`src/rtl/gpio2_pkg.sv`:
```
// Shared register map, field widths and decode helpers for the gpio2 block.
package gpio2_pkg;

  localparam int unsigned ADDR_W = 16;
  localparam int unsigned DATA_W = 32;

  localparam logic [ADDR_W-1:0] OFF_OUT     = 16'h0000;
  localparam logic [ADDR_W-1:0] OFF_OUT_SET = 16'h0004;
  localparam logic [ADDR_W-1:0] OFF_OUT_CLR = 16'h0008;
  localparam logic [ADDR_W-1:0] OFF_OUT_XOR = 16'h000C;
  localparam logic [ADDR_W-1:0] OFF_OE      = 16'h0010;
  localparam logic [ADDR_W-1:0] OFF_IN      = 16'h0014;
  localparam logic [ADDR_W-1:0] OFF_RISE_EN = 16'h0018;
  localparam logic [ADDR_W-1:0] OFF_FALL_EN = 16'h001C;
  localparam logic [ADDR_W-1:0] OFF_STATUS  = 16'h0020;
  localparam logic [ADDR_W-1:0] FSEL_BASE   = 16'h0040;

  typedef enum logic [3:0] {
    SEL_NONE, SEL_OUT, SEL_OUT_SET, SEL_OUT_CLR, SEL_OUT_XOR, SEL_OE,
    SEL_IN, SEL_RISE_EN, SEL_FALL_EN, SEL_STATUS, SEL_FSEL
  } reg_sel_e;

  function automatic int unsigned n_funcs(input int unsigned w_fsel);
    return 32'd1 << w_fsel;
  endfunction

  // Fixed-offset part of the map; the FSEL window is decoded by the top.
  function automatic reg_sel_e decode_fixed(input logic [ADDR_W-1:0] addr);
    case (addr)
      OFF_OUT:     return SEL_OUT;
      OFF_OUT_SET: return SEL_OUT_SET;
      OFF_OUT_CLR: return SEL_OUT_CLR;
      OFF_OUT_XOR: return SEL_OUT_XOR;
      OFF_OE:      return SEL_OE;
      OFF_IN:      return SEL_IN;
      OFF_RISE_EN: return SEL_RISE_EN;
      OFF_FALL_EN: return SEL_FALL_EN;
      OFF_STATUS:  return SEL_STATUS;
      default:     return SEL_NONE;
    endcase
  endfunction

endpackage

```
`src/rtl/gpio2_if.sv`:
```
// APB slave bus bundle for gpio2.
interface gpio2_if;
  import gpio2_pkg::*;

  logic              psel;
  logic              penable;
  logic              pwrite;
  logic [ADDR_W-1:0] paddr;
  logic [DATA_W-1:0] pwdata;
  logic [DATA_W-1:0] prdata;
  logic              pready;
  logic              pslverr;

  modport master (output psel, penable, pwrite, paddr, pwdata,
                  input  prdata, pready, pslverr);
  modport slave  (input  psel, penable, pwrite, paddr, pwdata,
                  output prdata, pready, pslverr);
endinterface

```
`src/rtl/gpio2_sync.sv`:
```
// Multi-flop synchroniser for asynchronous pad inputs, synchronous reset.
module gpio2_sync #(
  parameter int unsigned DEPTH = 2,
  parameter int unsigned WIDTH = 1
) (
  input  logic             clk,
  input  logic             rst,
  input  logic [WIDTH-1:0] d,
  output logic [WIDTH-1:0] q
);

  logic [DEPTH-1:0][WIDTH-1:0] stage;

  always_ff @(posedge clk) begin
    if (rst) begin
      stage <= '0;
    end else begin
      stage[0] <= d;
      for (int s = 1; s < DEPTH; s++) stage[s] <= stage[s-1];
    end
  end

  assign q = stage[DEPTH-1];

endmodule

```
`src/rtl/gpio2.sv`:
```
// GPIO block: APB register file, per-pad function mux, synchronised inputs
// with rise/fall edge capture into a sticky STATUS register and level irq.
module gpio2
  import gpio2_pkg::*;
#(
  parameter int unsigned N_PADS      = 16,
  parameter int unsigned W_FSEL      = 2,
  parameter int unsigned SYNC_STAGES = 2
) (
  input  logic                                       clk,
  input  logic                                       rst,
  gpio2_if.slave                                     apbs,
  output logic [N_PADS-1:0]                          padout,
  output logic [N_PADS-1:0]                          padoe,
  input  logic [N_PADS-1:0]                          padin,
  input  logic [N_PADS*(n_funcs(W_FSEL)-1)-1:0]      per_out,
  input  logic [N_PADS*(n_funcs(W_FSEL)-1)-1:0]      per_oe,
  output logic [N_PADS-1:0]                          per_in,
  output logic                                       irq
);

  localparam int unsigned N_FUNCS = n_funcs(W_FSEL);

  logic [N_PADS-1:0]              out_q, oe_q, rise_en_q, fall_en_q, status_q, prev_q;
  logic [N_PADS-1:0][W_FSEL-1:0] fsel_q;
  logic [N_PADS-1:0]              sync_q, set_ev, w1c, wdata;
  logic [ADDR_W-1:0]              fsel_idx;
  logic [DATA_W-1:0]              rdata;
  reg_sel_e                       sel;
  logic                           access, wr;
  logic                           unused_wdata;

  assign access       = apbs.psel & apbs.penable;
  assign wr           = access & apbs.pwrite;
  assign wdata        = apbs.pwdata[N_PADS-1:0];
  assign unused_wdata = ^apbs.pwdata;

  // Unaligned offsets and FSEL slots beyond the last pad decode as unmapped.
  always_comb begin
    fsel_idx = ADDR_W'((apbs.paddr - FSEL_BASE) >> 2);
    sel      = SEL_NONE;
    if (apbs.paddr[1:0] == 2'b00) begin
      sel = decode_fixed(apbs.paddr);
      if (apbs.paddr >= FSEL_BASE && fsel_idx < ADDR_W'(N_PADS)) sel = SEL_FSEL;
    end
  end

  always_comb begin
    rdata = '0;
    case (sel)
      SEL_OUT:     rdata = DATA_W'(out_q);
      SEL_OE:      rdata = DATA_W'(oe_q);
      SEL_IN:      rdata = DATA_W'(sync_q);
      SEL_RISE_EN: rdata = DATA_W'(rise_en_q);
      SEL_FALL_EN: rdata = DATA_W'(fall_en_q);
      SEL_STATUS:  rdata = DATA_W'(status_q);
      SEL_FSEL: begin
        for (int i = 0; i < N_PADS; i++)
          if (fsel_idx == ADDR_W'(i)) rdata = DATA_W'(fsel_q[i]);
      end
      default: rdata = '0;
    endcase
  end

  assign apbs.prdata  = rdata;
  assign apbs.pready  = 1'b1;
  assign apbs.pslverr = access & (sel == SEL_NONE);

  gpio2_sync #(.DEPTH(SYNC_STAGES), .WIDTH(N_PADS)) u_sync (
    .clk (clk),
    .rst (rst),
    .d   (padin),
    .q   (sync_q)
  );

  assign per_in = sync_q;
  assign set_ev = (sync_q & ~prev_q & rise_en_q) | (~sync_q & prev_q & fall_en_q);
  assign w1c    = (wr && sel == SEL_STATUS) ? wdata : '0;

  // A new edge event wins over a same-cycle W1C on that bit.
  always_ff @(posedge clk) begin
    if (rst) begin
      out_q     <= '0;
      oe_q      <= '0;
      rise_en_q <= '0;
      fall_en_q <= '0;
      status_q  <= '0;
      fsel_q    <= '0;
      prev_q    <= '0;
      irq       <= 1'b0;
    end else begin
      prev_q   <= sync_q;
      status_q <= (status_q & ~w1c) | set_ev;
      irq      <= |status_q;
      if (wr) begin
        case (sel)
          SEL_OUT:     out_q     <= wdata;
          SEL_OUT_SET: out_q     <= out_q | wdata;
          SEL_OUT_CLR: out_q     <= out_q & ~wdata;
          SEL_OUT_XOR: out_q     <= out_q ^ wdata;
          SEL_OE:      oe_q      <= wdata;
          SEL_RISE_EN: rise_en_q <= wdata;
          SEL_FALL_EN: fall_en_q <= wdata;
          SEL_FSEL: begin
            for (int i = 0; i < N_PADS; i++)
              if (fsel_idx == ADDR_W'(i)) fsel_q[i] <= apbs.pwdata[W_FSEL-1:0];
          end
          default: ;
        endcase
      end
    end
  end

  // Function 0 is the GPIO register path; function j selects peripheral bit j-1 of the pad.
  always_comb begin
    padout = out_q;
    padoe  = oe_q;
    for (int i = 0; i < N_PADS; i++) begin
      for (int j = 1; j < N_FUNCS; j++) begin
        if (fsel_q[i] == W_FSEL'(j)) begin
          padout[i] = per_out[i*(N_FUNCS-1)+j-1];
          padoe[i]  = per_oe[i*(N_FUNCS-1)+j-1];
        end
      end
    end
  end

endmodule

```
`src/flat_wrapper.sv`:
```
// flat-port wrapper written by rule: the top's interface ports become plain ports
module gpio2_flat import gpio2_pkg::*;
#(
  parameter int unsigned N_PADS      = 16,
  parameter int unsigned W_FSEL      = 2,
  parameter int unsigned SYNC_STAGES = 2
)
  (clk, rst, padout, padoe, padin, per_out, per_oe, per_in, irq, apbs_psel, apbs_penable, apbs_pwrite, apbs_paddr, apbs_pwdata, apbs_prdata, apbs_pready, apbs_pslverr);
  gpio2_if apbs_i ();
  input  logic clk;
  input  logic rst;
  output logic [N_PADS-1:0] padout;
  output logic [N_PADS-1:0] padoe;
  input  logic [N_PADS-1:0] padin;
  input  logic [N_PADS*(n_funcs(W_FSEL)-1)-1:0] per_out;
  input  logic [N_PADS*(n_funcs(W_FSEL)-1)-1:0] per_oe;
  output logic [N_PADS-1:0] per_in;
  output logic irq;
  input wire logic [$bits(apbs_i.psel)-1:0] apbs_psel;
  input wire logic [$bits(apbs_i.penable)-1:0] apbs_penable;
  input wire logic [$bits(apbs_i.pwrite)-1:0] apbs_pwrite;
  input wire logic [$bits(apbs_i.paddr)-1:0] apbs_paddr;
  input wire logic [$bits(apbs_i.pwdata)-1:0] apbs_pwdata;
  output wire logic [$bits(apbs_i.prdata)-1:0] apbs_prdata;
  output wire logic [$bits(apbs_i.pready)-1:0] apbs_pready;
  output wire logic [$bits(apbs_i.pslverr)-1:0] apbs_pslverr;
  assign apbs_i.psel = apbs_psel;
  assign apbs_i.penable = apbs_penable;
  assign apbs_i.pwrite = apbs_pwrite;
  assign apbs_i.paddr = apbs_paddr;
  assign apbs_i.pwdata = apbs_pwdata;
  assign apbs_prdata = apbs_i.prdata;
  assign apbs_pready = apbs_i.pready;
  assign apbs_pslverr = apbs_i.pslverr;
  gpio2 #(.N_PADS(N_PADS), .W_FSEL(W_FSEL), .SYNC_STAGES(SYNC_STAGES)) u_core (.clk(clk), .rst(rst), .apbs(apbs_i), .padout(padout), .padoe(padoe), .padin(padin), .per_out(per_out), .per_oe(per_oe), .per_in(per_in), .irq(irq));
endmodule
```
`config.mk`:
```
export PLATFORM = sky130hd
export DESIGN_NAME = gpio2_flat
export DESIGN_NICKNAME = d
export VERILOG_FILES = /design/src/rtl/gpio2_pkg.sv /design/src/rtl/gpio2_if.sv /design/src/rtl/gpio2_sync.sv /design/src/rtl/gpio2.sv /design/src/flat_wrapper.sv
export SDC_FILE = /design/constraint.sdc
export NUM_CORES = 1
export LEC_CHECK = 0
export ABC_CLOCK_PERIOD_IN_PS = 1700
export BUFFER_PORTS_ARGS = -buffer_cell sky130_fd_sc_hd__buf_4
export CAP_MARGIN = 5
export CORE_ASPECT_RATIO = 0.7
export CORE_MARGIN = 2
export CORE_UTILIZATION = 48
export DETAILED_ROUTE_END_ITERATION = 10
export HOLD_SLACK_MARGIN = 0.1
export PLACE_DENSITY = 0.78
export SLEW_MARGIN = 25
export SYNTH_ARGS = -nofsm -noshare
export SYNTH_HDL_FRONTEND = slang
export SYNTH_SLANG_ARGS = --single-unit
```
`constraint.sdc`:
```
create_clock -name clk -period 1.7 [get_ports clk]
set_input_delay 0.17 -clock clk [delete_from_list [all_inputs] [get_ports clk]]
set_output_delay 0.17 -clock clk [all_outputs]
set_load 0.01 [all_outputs]
```
# Yosys cells after proc, flatten, opt, wreduce, memory -nomap -nowiden

Cells that the tools add are included.

Bits in registers: 161
Bits of input ports: 165
Output and inout port bits: 83
Word-level logic and storage cells: 272

Add/subtract/negate cells: 1
$lt $le $gt $ge: 2
Equal/unequal tests: 81
Mux-type cells: 118
Bitwise gates (word level): 17
Reductions and logical operators: 28

Operators by type and width:

| cell                  | number |
|---|---|
| $pmux 32 s7           | 1 |
| $eq 14x4->1 const B   | 8 |
| $and 16x16->16        | 6 |
| $mux 1                | 96 |
| $eq 16x5->1 const B   | 4 |
| $eq 2x2->1 const B    | 32 |
| $not 16->16           | 4 |
| $pmux 16 s4           | 1 |
| $eq 14x3->1 const B   | 4 |
| $or 16x16->16         | 3 |
| $reduce_and 3->1      | 16 |
| $pmux 4 s9            | 1 |
| $eq 16x4->1 const B   | 2 |
| $eq 2x1->1 const B    | 16 |
| $logic_not 16->1      | 2 |
| $mux 2                | 16 |
| $eq 14x2->1 const B   | 2 |
| $eq 16x3->1 const B   | 1 |
| $eq 16x6->1 const B   | 1 |
| $eq 4x3->1 const B    | 4 |
| $ge 16x7->1 const B   | 1 |
| $mux 16               | 1 |
| $reduce_or 16->1      | 1 |
| $sub 16x7->16 const B | 1 |
| 13 further kinds      | 23 |

# Longest topological paths before layout

Word-level depth: 19
Depth in mapped cells: 10
Mapped depth without buffers: 6

# Modules after synthesis

Synthesis repeated with hierarchy kept, for this count alone.

Cells, all modules: 1042
Area total of the unflattened synthesis: 8978.6 um^2

By module, submodules not included:

| module     | instances | cells each | area an instance (um^2) | sequential area each (um^2) |
|---|---|---|---|---|
| gpio2      | 1         | 959        | 7995.2                  | 2582.5 |
| gpio2_sync | 1         | 83         | 983.4                   | 640.6 |

# Worst setup path before layout

Ideal clock, no wire load.

Path type: input -> output
Start: input apbs_paddr[13]
End: output apbs_prdata[11]
Arrival time: 1.729 ns
Data required time: 1.530 ns
Slack: -0.199 ns
Stages: 6
Buffers on the path: 1
Path through: nor4_4 > nand4_2 > nor4_4 > buf_2 > a222oi_1 > nand2_1

Cells in the longest elaborated chain, start to end: 7
Elaborated cells on any way between the ends: 24
Classes of those cells: 1 x add/sub; 2 x order compare; 15 x eq/ne; 4 x mux; 2 x reduce/logical

RTL lines:

| what                               | line               | source |
|---|---|---|
| start: declaration                 | flat_wrapper.sv:22 | `input wire logic [$bits(apbs_i.paddr)-1:0] apbs_paddr;` |
| $sub 16x7->16                      | gpio2.sv:40        | `fsel_idx = ADDR_W'((apbs.paddr - FSEL_BASE) >> 2);` |
| $lt 14x5->1                        | gpio2.sv:44        | `if (apbs.paddr >= FSEL_BASE && fsel_idx < ADDR_W'(N_PADS)) sel = SEL_FSEL;` |
| $logic_and 1x1->1                  | gpio2.sv:44        |  |
| $mux 4 (*)                         | gpio2.sv:44        |  |
| $mux 4 (*)                         | gpio2.sv:42        | `if (apbs.paddr[1:0] == 2'b00) begin` |
| $eq 4x4->1 (tied with other cells) | gpio2.sv:50        | `case (sel)` |
| $pmux 32 s7 (*)                    | gpio2.sv:50        |  |
| end: declaration                   | flat_wrapper.sv:24 | `output wire logic [$bits(apbs_i.prdata)-1:0] apbs_prdata;` |

Every way passes the cells marked *; elsewhere a longest branch is shown, timed or not.

# Final worst setup path

Start: register u_core.fsel_q[22] in the netlist's numbering
End: output apbs_prdata[0]

Cells in the longest elaborated chain, start to end: 6

RTL lines:

| what                             | line         | source |
|---|---|---|
| start: declaration               | gpio2.sv:25  | `logic [N_PADS-1:0][W_FSEL-1:0] fsel_q;` |
| start signal: indexed assignment | gpio2.sv:106 | `if (fsel_idx == ADDR_W'(i)) fsel_q[i] <= apbs.pwdata[W_FSEL-1:0];` |
| $mux 2 (5 in a row)              | gpio2.sv:59  | `if (fsel_idx == ADDR_W'(i)) rdata = DATA_W'(fsel_q[i]);` |
| $pmux 32 s7                      | gpio2.sv:50  |  |

No other way between the ends.

==> summary.md <==
| Metric | Value |
|---|---|
| Num CTS Buffers | `17` |
| Crit path time final | `2205 ps` |
| Cells after Synth | `926` |
| CTS tree | `done` |
| Final hold vios | `0` |
| CP Launch Type | `flip-flop` |
| Largest cells by area after synthesis | `dfxtp_1 (38%), mux4_2 (8.7%), mux2i_1 (6.1%), ha_1 (4.7%), nand2_1 (4.6%)` |
| Area grow syn2layout | `48.18%` |
| Leakage | `0.005488 uW` |
| Share of layout cells above drive strength 1 | `36.93%` |
| Max Slew Vio Count | `0` |
| EDFF count, synth | `0` |
| Final ANT Viol Nets | `0` |
| Clock sink total | `161` |
| Seq/Total Area, Yosys | `37.66%` |
| Io pins | `248` |
| RSZ-0062 raised after global routing | `true` |
| Initial Util | `49.43%` |
| Initial antenna violation count | `0` |
| Largest net degree at the start of global routing | `58` |
| FF-to-FF End | `u_core.out_q[14]$_SDFFE_PP0P_` |
| R2R setup slack | `380 ps` |
| TNS Setup | `-6085 ps` |
| DR DRC count | `0` |
| Top cell type's share of synthesized area | `37.66%` |
| WHS Endpoint | `u_core.fsel_q[30]$_SDFFE_PP0P_` |
| Worst Slack Setup Final | `-505.1 ps` |
| Status | `finished, violations left` |
| Part of the cycle the worst path needs | `129.7%` |
| Pre-CTS WS | `-364.4 ps` |
| First-pass DRT Iterations | `8` |
| Async SR Flop Fraction | `0%` |
| N_diodes | `0` |
| Worst skew pair latency | `440 ps` |
| Most frequent cell after synthesis | `dfxtp_1` |
| Max-cap viol count | `0` |
| Core Footprint | `17320 sq um` |
| PD cells | `688.2 nW/um^2` |
| Crit Path Category | `reg -> out` |
| Htree depth | `4` |
| Least-Margin Pin Slew | `596.9 ps` |
| CTS max path bufs | `2` |
| Final nets | `1446` |
| Reg clk slew, reported paths | `80 ps` |
| Synth unique cells | `54` |
| First-pass GRT wire length | `48.23 mm` |
| Endpoints failing setup | `32` |
| Worst hold-check path type | `in -> reg` |
| Seq cells post-synth | `161` |
| Die extent in x | `163.6 um` |
| Slew HR | `59.84%` |
| Clock Skew | `14.00 ps` |
| Syn_area_per_cell | `9.243 sq um` |
| R2R depth | `4` |
| Post-synth top area cell | `dfxtp_1` |
| Synthesized area | `8559 sq um` |
| Worst-path fanout max | `2` |
| Avg WL per Cell | `21.44 um` |
| RR Startpoint | `u_core.out_q[14]$_SDFFE_PP0P_` |
| Synth top cells by count | `dfxtp_1 (161), nand2_1 (104), nor2_1 (76)` |
| Failing checks | `negative setup slack` |
| 1st-iter DRT viols | `1180` |
| Die area | `18930 sq um` |
| Site Rows | `40` |
| Clock Root Buffer | `clkbuf_16` |
| CP Data Arrival Time | `2040 ps` |
| WL final | `32.01 mm` |
| Peak VDD IR | `0.0005667 V` |
| Yosys Warn Count | `0` |
| Total Power | `8729 uW` |
| Routability cong. | `1.056` |
| CP required | `1530 ps` |
| HPWL Detailed | `21.62 mm` |
| Number of port buffers | `214` |
| Die Ht | `115.7 um` |
| Global Route Usage Sum | `33.42%` |
| Crit path capture type | `output port` |
| Hold_sp | `rst` |
| Via count | `8960` |
| Global route total overflow | `0` |
| Hold Path Cell Cnt | `2` |
| Highest Clock Rate | `453.5 MHz` |
| Synth Flop Type | `dfxtp_1` |
| Fill count | `1194` |
| Routed vias/inst | `6.001` |
| Vias in the first global route | `8829` |
## cells in the final DEF, fill, tap and decap left out, types with 5 or more instances in the layout
| cell | n |
|---|---|
| a222oi_1 | 30 |
| clkbuf_16 | 18 |
| mux4_2 | 33 |
| mux2i_1 | 51 |
| clkinv_8 | 5 |
| inv_1 | 37 |
| o21ai_0 | 22 |
| dfxtp_1 | 142 |
| nor2b_1 | 51 |
| nand3_1 | 26 |
| buf_12 | 17 |
| a221oi_1 | 16 |
| dlygate4sd3_1 | 30 |
| buf_6 | 62 |
| a21oi_1 | 69 |
| ha_1 | 32 |
| nand2_1 | 103 |
| dfxtp_4 | 5 |
| a21o_1 | 16 |
| buf_4 | 268 |
| nor2_1 | 73 |
| nand4_1 | 8 |
| a2bb2oi_1 | 16 |
| conb_1 | 17 |
| dfxtp_2 | 14 |
| nand3b_1 | 16 |
| nor4_1 | 6 |
## routing by layer
metal	routed length [um]	up-vias	global-route usage (%)
met4	1007	2	11.75
li1	-	3951	-
met3	4170	92	9.127
met1	12710	4249	44.25
met2	14080	666	52.80
met5	47	-	2.273
## kinds of logic (layout without fill, tap and decap cells)
group / count (synthesis) / after routing / synth area share, %
and+or+nand+nor: 316 / 316 / 18.61
AOI/OAI and AO/OA: 195 / 195 / 16.17
DFF: 161 / 161 / 37.66
buffers and inverters: 132 / 453 / 7.674
muxes: 87 / 87 / 15.03
adders and majority gates: 32 / 32 / 4.678
other: 2 / 17 / 0.08774
xor gates and xnor gates: 1 / 1 / 0.1023
## sequential cells by signal, summed over array words and instances (netlist names)
signal and cells:
u_core.out_q 16, u_core.fall_en_q 16, u_core.rise_en_q 16, u_core.u_sync.q 16
u_core.prev_q 16, u_core.oe_q 16, u_core.fsel_q 32, u_core.irq 1
u_core.status_q 16, u_core.u_sync.stage 16
## worst max path at each step
stage | startpoint | to | slack, ps
floorplan | apbs_paddr[7] | apbs_prdata[10] | -90
global placement | apbs_paddr[7] | apbs_prdata[5] | -330
detailed placement | apbs_paddr[7] | apbs_prdata[5] | -360
CTS | u_core.fsel_q[18]$_SDFFE_PP0P_ | apbs_prdata[0] | -500
global route | u_core.fsel_q[22]$_SDFFE_PP0P_ | apbs_prdata[0] | -610
finish | u_core.fsel_q[22]$_SDFFE_PP0P_ | apbs_prdata[0] | -510
## cell type report
class	count	area [sq um]	area share (%)
multi-input combinational	648	4856	38.29
timing repair buffer	384	3516	27.72
sequential	161	3259	25.70
clock buffer	17	425.4	3.354
tap	231	289.0	2.279
clock inverter	15	198.9	1.569
inverter	37	138.9	1.095
## worst max-delay path, cell delays in order (launching register included)
cell,delay (ps)
dfxtp_2,350
mux2_4,270
a221oi_2,270
a211oi_2,70
a222oi_1,290
o2111ai_1,180
buf_4,180
## where the power goes
| part | internal (uW) | leakage (uW) | total [uW] | switching, uW |
|---|---|---|---|---|
| Sequential | 3810 | 0.00132 | 3840 | 30.4 |
| Clock | 2130 | 0.000299 | 4010 | 1880 |
| Combinational | 470 | 0.00387 | 883 | 413 |
| Total | 6400 | 0.00549 | 8730 | 2320 |
## per-stage QoR
step                      hold WS [ps]  cell area (sq um)  instances  util, %
after floorplan                  298.2               8720        941        -
after global placement           379.7              11100       1408    64.13
final                            137.1              12680       1493    73.24
after global routing             147.0              12680       1493    73.24
after CTS                        117.8              12640       1496    73.01
after detailed placement         384.7              11100       1408    64.13
## what timing repair did
item,4_1_cts,5_1_grt
hold buffers,30,0
gates resized for setup,92,33
buffers inserted,23,12
pin swaps,11,29
cloned,5,1
hold endpoints to repair,77,0
endpoints found under the setup margin,48,60
No activity file was read; power rests on OpenSTA's default activity.
